[src/rtl/music_pkg.sv]
// Shared note-code layout, letter codes and the octave-0 half-period table.
// BASE values are derived from the clock frequency at elaboration time.
package music_pkg;

    localparam int NOTE_W    = 9;
    localparam int SHARP_BIT = 8;
    localparam int LET_HI    = 7;
    localparam int LET_LO    = 4;
    localparam int OCT_HI    = 3;
    localparam int OCT_LO    = 0;
    localparam int OCT_MAX   = 8;
    localparam int BASE_W    = 21;

    localparam logic [NOTE_W-1:0] REST_CODE = 9'h111;

    localparam logic [3:0] LET_G = 4'h0;
    localparam logic [3:0] LET_A = 4'hA;
    localparam logic [3:0] LET_B = 4'hB;
    localparam logic [3:0] LET_C = 4'hC;
    localparam logic [3:0] LET_D = 4'hD;
    localparam logic [3:0] LET_E = 4'hE;
    localparam logic [3:0] LET_F = 4'hF;

    localparam logic [3:0] SEMI_C = 4'd0;
    localparam logic [3:0] SEMI_D = 4'd2;
    localparam logic [3:0] SEMI_E = 4'd4;
    localparam logic [3:0] SEMI_F = 4'd5;
    localparam logic [3:0] SEMI_G = 4'd7;
    localparam logic [3:0] SEMI_A = 4'd9;
    localparam logic [3:0] SEMI_B = 4'd11;

    // Octave-0 pitches in micro-hertz, rounded half-period in clocks.
    function automatic logic [BASE_W-1:0] base_half(
        input longint clk_hz,
        input int     semi
    );
        longint f;
        case (semi)
            0:       f = 64'd16351598;
            1:       f = 64'd17323914;
            2:       f = 64'd18354048;
            3:       f = 64'd19445436;
            4:       f = 64'd20601722;
            5:       f = 64'd21826764;
            6:       f = 64'd23124651;
            7:       f = 64'd24499715;
            8:       f = 64'd25956544;
            9:       f = 64'd27500000;
            10:      f = 64'd29135235;
            default: f = 64'd30867706;
        endcase
        return BASE_W'((clk_hz * 64'd1000000 + f) / (2 * f));
    endfunction

endpackage

[src/rtl/note_decoder.sv]
// Combinational note-code decode to rest flag and half-period in clocks.
// Sharps past B wrap to C of the next octave; H never decodes to zero.
module note_decoder
    import music_pkg::*;
#(
    parameter int unsigned CLK_HZ = 50_000_000
) (
    input  logic [NOTE_W-1:0] code,
    output logic              rest,
    output logic [BASE_W-1:0] half
);

    localparam logic [BASE_W-1:0] BASE [12] = '{
        base_half(CLK_HZ, 0),  base_half(CLK_HZ, 1),
        base_half(CLK_HZ, 2),  base_half(CLK_HZ, 3),
        base_half(CLK_HZ, 4),  base_half(CLK_HZ, 5),
        base_half(CLK_HZ, 6),  base_half(CLK_HZ, 7),
        base_half(CLK_HZ, 8),  base_half(CLK_HZ, 9),
        base_half(CLK_HZ, 10), base_half(CLK_HZ, 11)
    };

    logic [3:0]        letter;
    logic [4:0]        oct;
    logic [3:0]        semi;
    logic              bad;
    logic [BASE_W-1:0] shifted;

    always_comb begin
        letter  = code[LET_HI:LET_LO];
        oct     = {1'b0, code[OCT_HI:OCT_LO]};
        semi    = 4'd0;
        bad     = 1'b0;
        shifted = '0;
        case (letter)
            LET_C:   semi = SEMI_C;
            LET_D:   semi = SEMI_D;
            LET_E:   semi = SEMI_E;
            LET_F:   semi = SEMI_F;
            LET_G:   semi = SEMI_G;
            LET_A:   semi = SEMI_A;
            LET_B:   semi = SEMI_B;
            default: bad  = 1'b1;
        endcase
        semi = semi + {3'b000, code[SHARP_BIT]};
        if (semi == 4'd12) begin
            semi = 4'd0;
            oct  = oct + 5'd1;
        end
        rest    = bad || (oct > 5'(OCT_MAX));
        shifted = BASE[semi] >> oct;
        if (rest || shifted == '0) begin
            half = BASE_W'(1);
        end else begin
            half = shifted;
        end
    end

endmodule

[src/rtl/eight_bit_music.sv]
// Square-wave tone generator: latches a note code on each load strobe.
// Define NOTE_GAP_EN to insert GAP_CYCLES of silence after every load.
module eight_bit_music
    import music_pkg::*;
#(
`ifdef NOTE_GAP_EN
    parameter int unsigned GAP_CYCLES = 500_000,
`endif
    parameter int unsigned CLK_HZ = 50_000_000
) (
    input  logic              i_clk,
    input  logic              i_rst_n,
    input  logic              i_NextNote,
    input  logic [NOTE_W-1:0] i_Note,
    output logic              o_Frequency
);

    logic [NOTE_W-1:0] note;
    logic [BASE_W-1:0] cnt;
    logic [BASE_W-1:0] half;
    logic              rest;
    logic              hold;

    note_decoder #(
        .CLK_HZ(CLK_HZ)
    ) u_dec (
        .code(note),
        .rest(rest),
        .half(half)
    );

`ifdef NOTE_GAP_EN
    localparam int GAP_W = $clog2(GAP_CYCLES + 1);

    logic [GAP_W-1:0] gap;

    always_ff @(posedge i_clk or negedge i_rst_n) begin
        if (!i_rst_n) begin
            gap <= '0;
        end else if (i_NextNote) begin
            gap <= GAP_W'(GAP_CYCLES);
        end else if (gap != '0) begin
            gap <= gap - 1'b1;
        end
    end

    assign hold = (gap != '0);
`else
    assign hold = 1'b0;
`endif

    always_ff @(posedge i_clk or negedge i_rst_n) begin
        if (!i_rst_n) begin
            note        <= REST_CODE;
            cnt         <= '0;
            o_Frequency <= 1'b0;
        end else if (i_NextNote) begin
            note        <= i_Note;
            cnt         <= '0;
            o_Frequency <= 1'b0;
        end else if (rest || hold) begin
            cnt         <= '0;
            o_Frequency <= 1'b0;
        end else if (cnt >= half - 1'b1) begin
            cnt         <= '0;
            o_Frequency <= ~o_Frequency;
        end else begin
            cnt         <= cnt + 1'b1;
        end
    end

endmodule

[config.mk]
export PLATFORM = sky130hd
export DESIGN_NAME = eight_bit_music
export DESIGN_NICKNAME = d
export VERILOG_FILES = /design/src/rtl/music_pkg.sv /design/src/rtl/note_decoder.sv /design/src/rtl/eight_bit_music.sv
export SDC_FILE = /design/constraint.sdc
export NUM_CORES = 1
export LEC_CHECK = 0
export BUFFER_PORTS_ARGS = -buffer_cell sky130_fd_sc_hd__buf_2
export CAP_MARGIN = 10
export CORE_ASPECT_RATIO = 2
export CORE_MARGIN = 8
export CORE_UTILIZATION = 58
export CTS_CLUSTER_SIZE = 10
export DETAILED_ROUTE_END_ITERATION = 8
export PLACE_DENSITY = 0.86
export SLEW_MARGIN = 20
export SYNTH_ARGS = -nofsm -noshare
export SYNTH_HDL_FRONTEND = slang
export SYNTH_HIERARCHICAL = 1
export SYNTH_SLANG_ARGS = --single-unit
[constraint.sdc]
create_clock -name i_clk -period 6.39 [get_ports i_clk]
set_clock_uncertainty 0.2 [all_clocks]
set_input_delay 0.639 -clock i_clk [delete_from_list [all_inputs] [get_ports i_clk]]
set_output_delay 0.639 -clock i_clk [all_outputs]
set_load 0.03 [all_outputs]
==> summary.md, run 1 <==
| Metric | Value |
|---|---|
| Post-DP HPWL | 11700 microns |
| Die X-Extent | 75.4 microns |
| Synth Flop Type | dfrtp_1 |
| Synthesized area | 4090 sq um |
| # IOs | 13 |
| RePlAce Congestion | 1.19 |
| Num rows | 43 |
| Starting Density | 0.594 |
| CTS buffer count | 5 |
| Yosys reg bits | 31 |
| Post-Synthesis Cells | ~500 |
| Top-area cell type share of the netlist area | 0.171 |
| Status | did not finish |
| PortBufs | 12 |
| Most frequent cell after synthesis | nor2_1 |
| Clock tree buffer depth | 2 |
| Die height | approximately 130 microns |
| Post-synth top cells | nor2_1 (51), nand2_1 (42), ha_1 (34), dfrtp_1 (28), xnor2_1 (21) |
| H-tree depth | 2 |
| Netlist cell types | 78 |
| Synth area leaders | dfrtp_1 (17%), ha_1 (10%), nor2_1 (4.7%), xnor2_1 (4.5%), xor2_1 (4.3%) |
| GR Util All Layers | 0.634 |
| First error | [ERROR GRT-0232] Routing congestion too high. Check the congestion heatmap in the GUI. |
| Ys Warns | 6 |
| Failed at | global routing (5_1_grt) |
| Worst ep type | sequential cell input |
| Post-CTS Hold Fix Bufs | 0 |
| Post-synth top area cell | dfrtp_1 |
| Worst slack, placed | -0.807 ns |
| Syn nets | 544 |
| Root Buffer Master | clkbuf_16 |
| Syn Area/Cell | 8.22 sq um |
| CTS sink cnt | 31 |
| Number of synthesized flops with an enable pin | 0 |
| Post-GRT worst EP | cnt[12]$_DFF_PN0_/D |
| Largest net degree at the start of global routing | 32 |
| Share of the yosys chip area belonging to registers | 0.190 |
| Gr ovfl total | 90 |
| Ys async rst share | 1.00 |
## timing repair
item	in CTS
pin swaps	18
cloned	1
resized for setup	40
endpoints found under the setup margin	22
setup buffers	11
## metal layers
layer | overflow | track usage
met5 | 0 | 0.0640
met4 | 30 | 0.681
met3 | 1 | 0.488
met2 | 56 | 0.808
met1 | 3 | 0.585
## metrics by stage
step                      TNS (ns)  cell area (sq um)  std cells  hold slack, ns   util
after global placement      -11.86               5200        704           0.304  0.756
after detailed placement    -17.04               5200        704           0.321  0.756
after CTS                    -4.55               5630        724           0.211  0.817
after floorplan              -5.91               4190        498           0.143      -
## kinds of logic after synthesis
kind of cell,count (synthesis),synth area share
AOI/OAI and AO/OA,128,0.239
xor gates and xnor gates,42,0.0917
adders and majority gates,34,0.104
buffers and inverters,40,0.0465
DFF,31,0.190
muxes,29,0.0770
and+or+nand+nor,194,0.252
==> run 2, diff against run 1 <==
--- a/config.mk
+++ b/config.mk
@@ -7,12 +7,10 @@
 export LEC_CHECK = 0
 export BUFFER_PORTS_ARGS = -buffer_cell sky130_fd_sc_hd__buf_2
 export CAP_MARGIN = 10
-export CORE_ASPECT_RATIO = 2
 export CORE_MARGIN = 8
-export CORE_UTILIZATION = 58
-export CTS_CLUSTER_SIZE = 10
+export CORE_UTILIZATION = 40
 export DETAILED_ROUTE_END_ITERATION = 8
-export PLACE_DENSITY = 0.86
+export PLACE_DENSITY_LB_ADDON = 0.15
 export SLEW_MARGIN = 20
 export SYNTH_ARGS = -nofsm -noshare
 export SYNTH_HDL_FRONTEND = slang
==> constraint.sdc (replaced) <==
create_clock -name i_clk -period 8.3 [get_ports i_clk]
set_clock_uncertainty 0.2 [all_clocks]
set_input_delay 0.83 -clock i_clk [delete_from_list [all_inputs] [get_ports i_clk]]
set_output_delay 0.83 -clock i_clk [all_outputs]
set_load 0.03 [all_outputs]
==> run 2 against run 1 <==
Net effect: synthesized cell count unchanged; synthesized area unchanged; the flow now finishes without violations.
==> summary.md, run 2 <==
| Metric | Value |
|---|---|
| Status | finished clean |
| Fin cells | 630 |
| WHS Endpoint | o_Frequency$_DFFE_PN0P_ |
| CTS buffer count | 5 |
| Top cell family by delay on the critical path | simple AND/OR/NAND/NOR gates |
| DR WL met3 | 404 microns |
| Top-area cell type share of the netlist area | 0.171 |
| RR Endpoint | cnt[12]$_DFF_PN0_ |
| Largest net degree at the start of global routing | 32 |
| Number of synthesized flops with an enable pin | 0 |
| Dpl cells | a little over 600 |
| M1 WL | 5100 microns |
| Ys Warns | 6 |
| Share of the yosys chip area belonging to registers | 0.190 |
| RePlAce Congestion | 0.915 |
| Highest metal used | met4 |
| Tmin final | between 7 and 8 ns |
| Post-synthesis adder-cell area fraction | 0.104 |
| Worst slew pin tran | 0.835 ns |
| Commonest non-fill, non-tap cell in the layout | nor2_1 |
| Biggest regs | cnt (21), note (9), o_Frequency (1) |
| Clk_lat worst skew | 0.28 ns |
| First-pass iteration count of the detailed router | 5 |
| Worst Path Arrival | 7.61 ns |
| GR Util All Layers | 0.168 |
| Crit-path max FO | 22 |
| FF-to-FF path depth | 27 |
| Worst EP required | 8.26 ns |
| Rel. slew slack | 0.439 |
| PortBufs | 12 |
| Placeable Area | 10100 sq um |
| H-tree depth | 2 |
| Final WS setup | approximately 0.65 ns |
| Synth Flop Type | dfrtp_1 |
| Vias per Instance | 5.97 |
| Number of global-route vias before repair | approximately 3700 |
| Root Buffer Master | clkbuf_8 |
| CP Buf/Inv Count | 2 |
| Peak VDD IR | 155 uV |
| Main combinational cell family by area after synthesis | simple AND/OR/NAND/NOR gates |
| Antenna diodes | 0 |
| Final Slew Violations | 0 |
| Synth area leaders | dfrtp_1 (17%), ha_1 (10%), nor2_1 (4.7%), xnor2_1 (4.5%), xor2_1 (4.3%) |
| LEAKAGE | 0.00169 uW |
| Die X-Extent | approximately 120 microns |
| Yosys reg bits | 31 |
| F_max | 131 MHz |
| Syn nets | 544 |
| Max reg flops | 21 |
| Crit Path Class | reg -> reg |
| # DRC | 0 |
| CTS tree | yes |
| R2r setup slk | 0.65 ns |
| Syn Area/Cell | just over 8 sq um |
| Post-synth top cells | nor2_1 (51), nand2_1 (42), ha_1 (34), dfrtp_1 (28), xnor2_1 (21) |
| CP max stage delay | ~0.58 ns |
| Post-Synth Simple-Gate Area | 0.252 |
| Slowest CP cell | or4_4 |
| WL/cell | about 17 microns |
| Commonest cells after routing, fill and taps aside | nor2_1 (51), nand2_1 (42), ha_1 (34) |
| Min-delay src | o_Frequency$_DFFE_PN0P_ |
| Mux share of post-synthesis cell area | 0.0770 |
| Initial DRC count | 289 |
| Max Cap Viol | 0 |
| Initial antenna violation count | 0 |
| Pwr dens | between 150 and 200 nW/um^2 |
| Endpoints failing setup | 0 |
| Share of cells above drive strength 1 | 0.142 |
| Final Hold Fails | 0 |
| Reg-to-Reg Start | note[5]$_DFFE_PN0P_ |
| Util after Layout | 0.427 |
| Xor and xnor fraction of the mapped netlist area | 0.0917 |
| DRT antenna net count | 0 |
| Hold Path Depth | 1 |
| Routed wire length | between 10000 and 15000 microns |
| Starting Density | 0.404 |
| WL met2 | 5040 microns |
| # IOs | 13 |
| Post-Synthesis Cells | roughly 500 |
| CTS sink cnt | 31 |
| Nets@finish | ~540 |
| Area grow syn2layout | 5.87% |
| Die height | 117 microns |
| Synth Area in Compound Gates | 0.239 |
| DR vias | 3764 |
| Type of the tightest min-delay check | reg -> reg |
| Ys async rst share | 1.00 |
| Most frequent cell after synthesis | nor2_1 |
| RSZ-0062 raised after global routing | no |
| Setup TNS | 0 ns |
| Netlist cell types | 78 |
| Post-DP HPWL | 8640 microns |
| Final hold slack | 0.344 ns |
| Most frequent cell on the critical path | ha_1 |
| Clock tree buffer depth | 2 |
| Worst slack, placed | 0.361 ns |
| Num rows | 37 |
| Area of the die | 13700 sq um |
| Crit end category | register |
| First-pass GRT wire length | 18400 microns |
| Final Cycle Share | 0.922 |
| Gr ovfl total | 0 |
| Synthesized area | 4090 sq um |
| Clock slew at reported path FFs | 0.06 ns |
| Top reg by flops | cnt |
| Post-synth top area cell | dfrtp_1 |
| CP Launch Type | register |
==> run 2: cell counts after synthesis <==
No cell type changed its count.
==> run 2: cells by family (layout without fill, tap and decap cells) <==
kind of cell	count (synthesis)	in the layout
AND/OR/NAND/NOR	194	194
flip-flops	31	31
XOR/XNOR	42	42
AO/OA/AOI/OAI	128	128
buffers and inverters	40	36
multiplexers	29	29
adder cells (fa/ha/maj)	34	34
==> run 2: layer usage <==
| metal | vias up | track usage |
|---|---|---|
| met2 | 96 | 0.273 |
| met1 | 1781 | 0.223 |
| met5 | - | 0 |
| met4 | 0 | 0.0708 |
| li1 | 1863 | - |
| met3 | 24 | 0.0139 |
==> run 2: worst max path at each step <==
stage / start / to / slack (ns) / cells after the start
2_1_floorplan: note[7]$_DFFE_PN0P_ / cnt[12]$_DFF_PN0_ / 1.39 / 33
3_3_place_gp: note[7]$_DFFE_PN0P_ / cnt[10]$_DFF_PN0_ / 0.48 / 27
3_5_place_dp: note[5]$_DFFE_PN0P_ / cnt[2]$_DFF_PN0_ / 0.36 / 25
4_1_cts: note[5]$_DFFE_PN0P_ / cnt[12]$_DFF_PN0_ / 0.31 / 25
5_1_grt: note[5]$_DFFE_PN0P_ / cnt[17]$_DFF_PN0_ / 0.07 / 27
6_report: note[5]$_DFFE_PN0P_ / cnt[12]$_DFF_PN0_ / 0.65 / 27
==> run 2: area by class of cell <==
type                    instances  area [sq um]
clock buffers                   6          72.6
well taps                     136           170
repair buffers                 18           105
inverters                      10          37.5
flip-flops and latches         31           779
fillers                      1021          5800
multi-input cells             427          3160
clock inverters                 2          12.5
==> run 2: what timing repair did <==
item                       in CTS  in global routing
gates resized for setup         0                  5
hold endpoints to repair        0                  0
buffers inserted                0                  0
hold buffers                    0                  0
setup endpoints to repair       0                 22
==> run 2: through the flow <==
step           cell area, sq um  total power [uW]
6_report                   4330               761
5_1_grt                    4330               821
4_1_cts                    4310               754
3_5_place_dp               4220               636
3_3_place_gp               4220               636
2_1_floorplan              4090               532
==> run 2: where the power goes <==
| group | leakage [uW] | total [uW] | internal, uW | switching, uW |
|---|---|---|---|---|
| Combinational | 0.00124 | 477 | 182 | 295 |
| Sequential | 0.000408 | 170 | 158 | 12.2 |
| Clock | 0.0000412 | 115 | 58.5 | 56.1 |
| Total | 0.00169 | 761 | 398 | 363 |
Note: power is estimated with default switching activity, not from simulation.
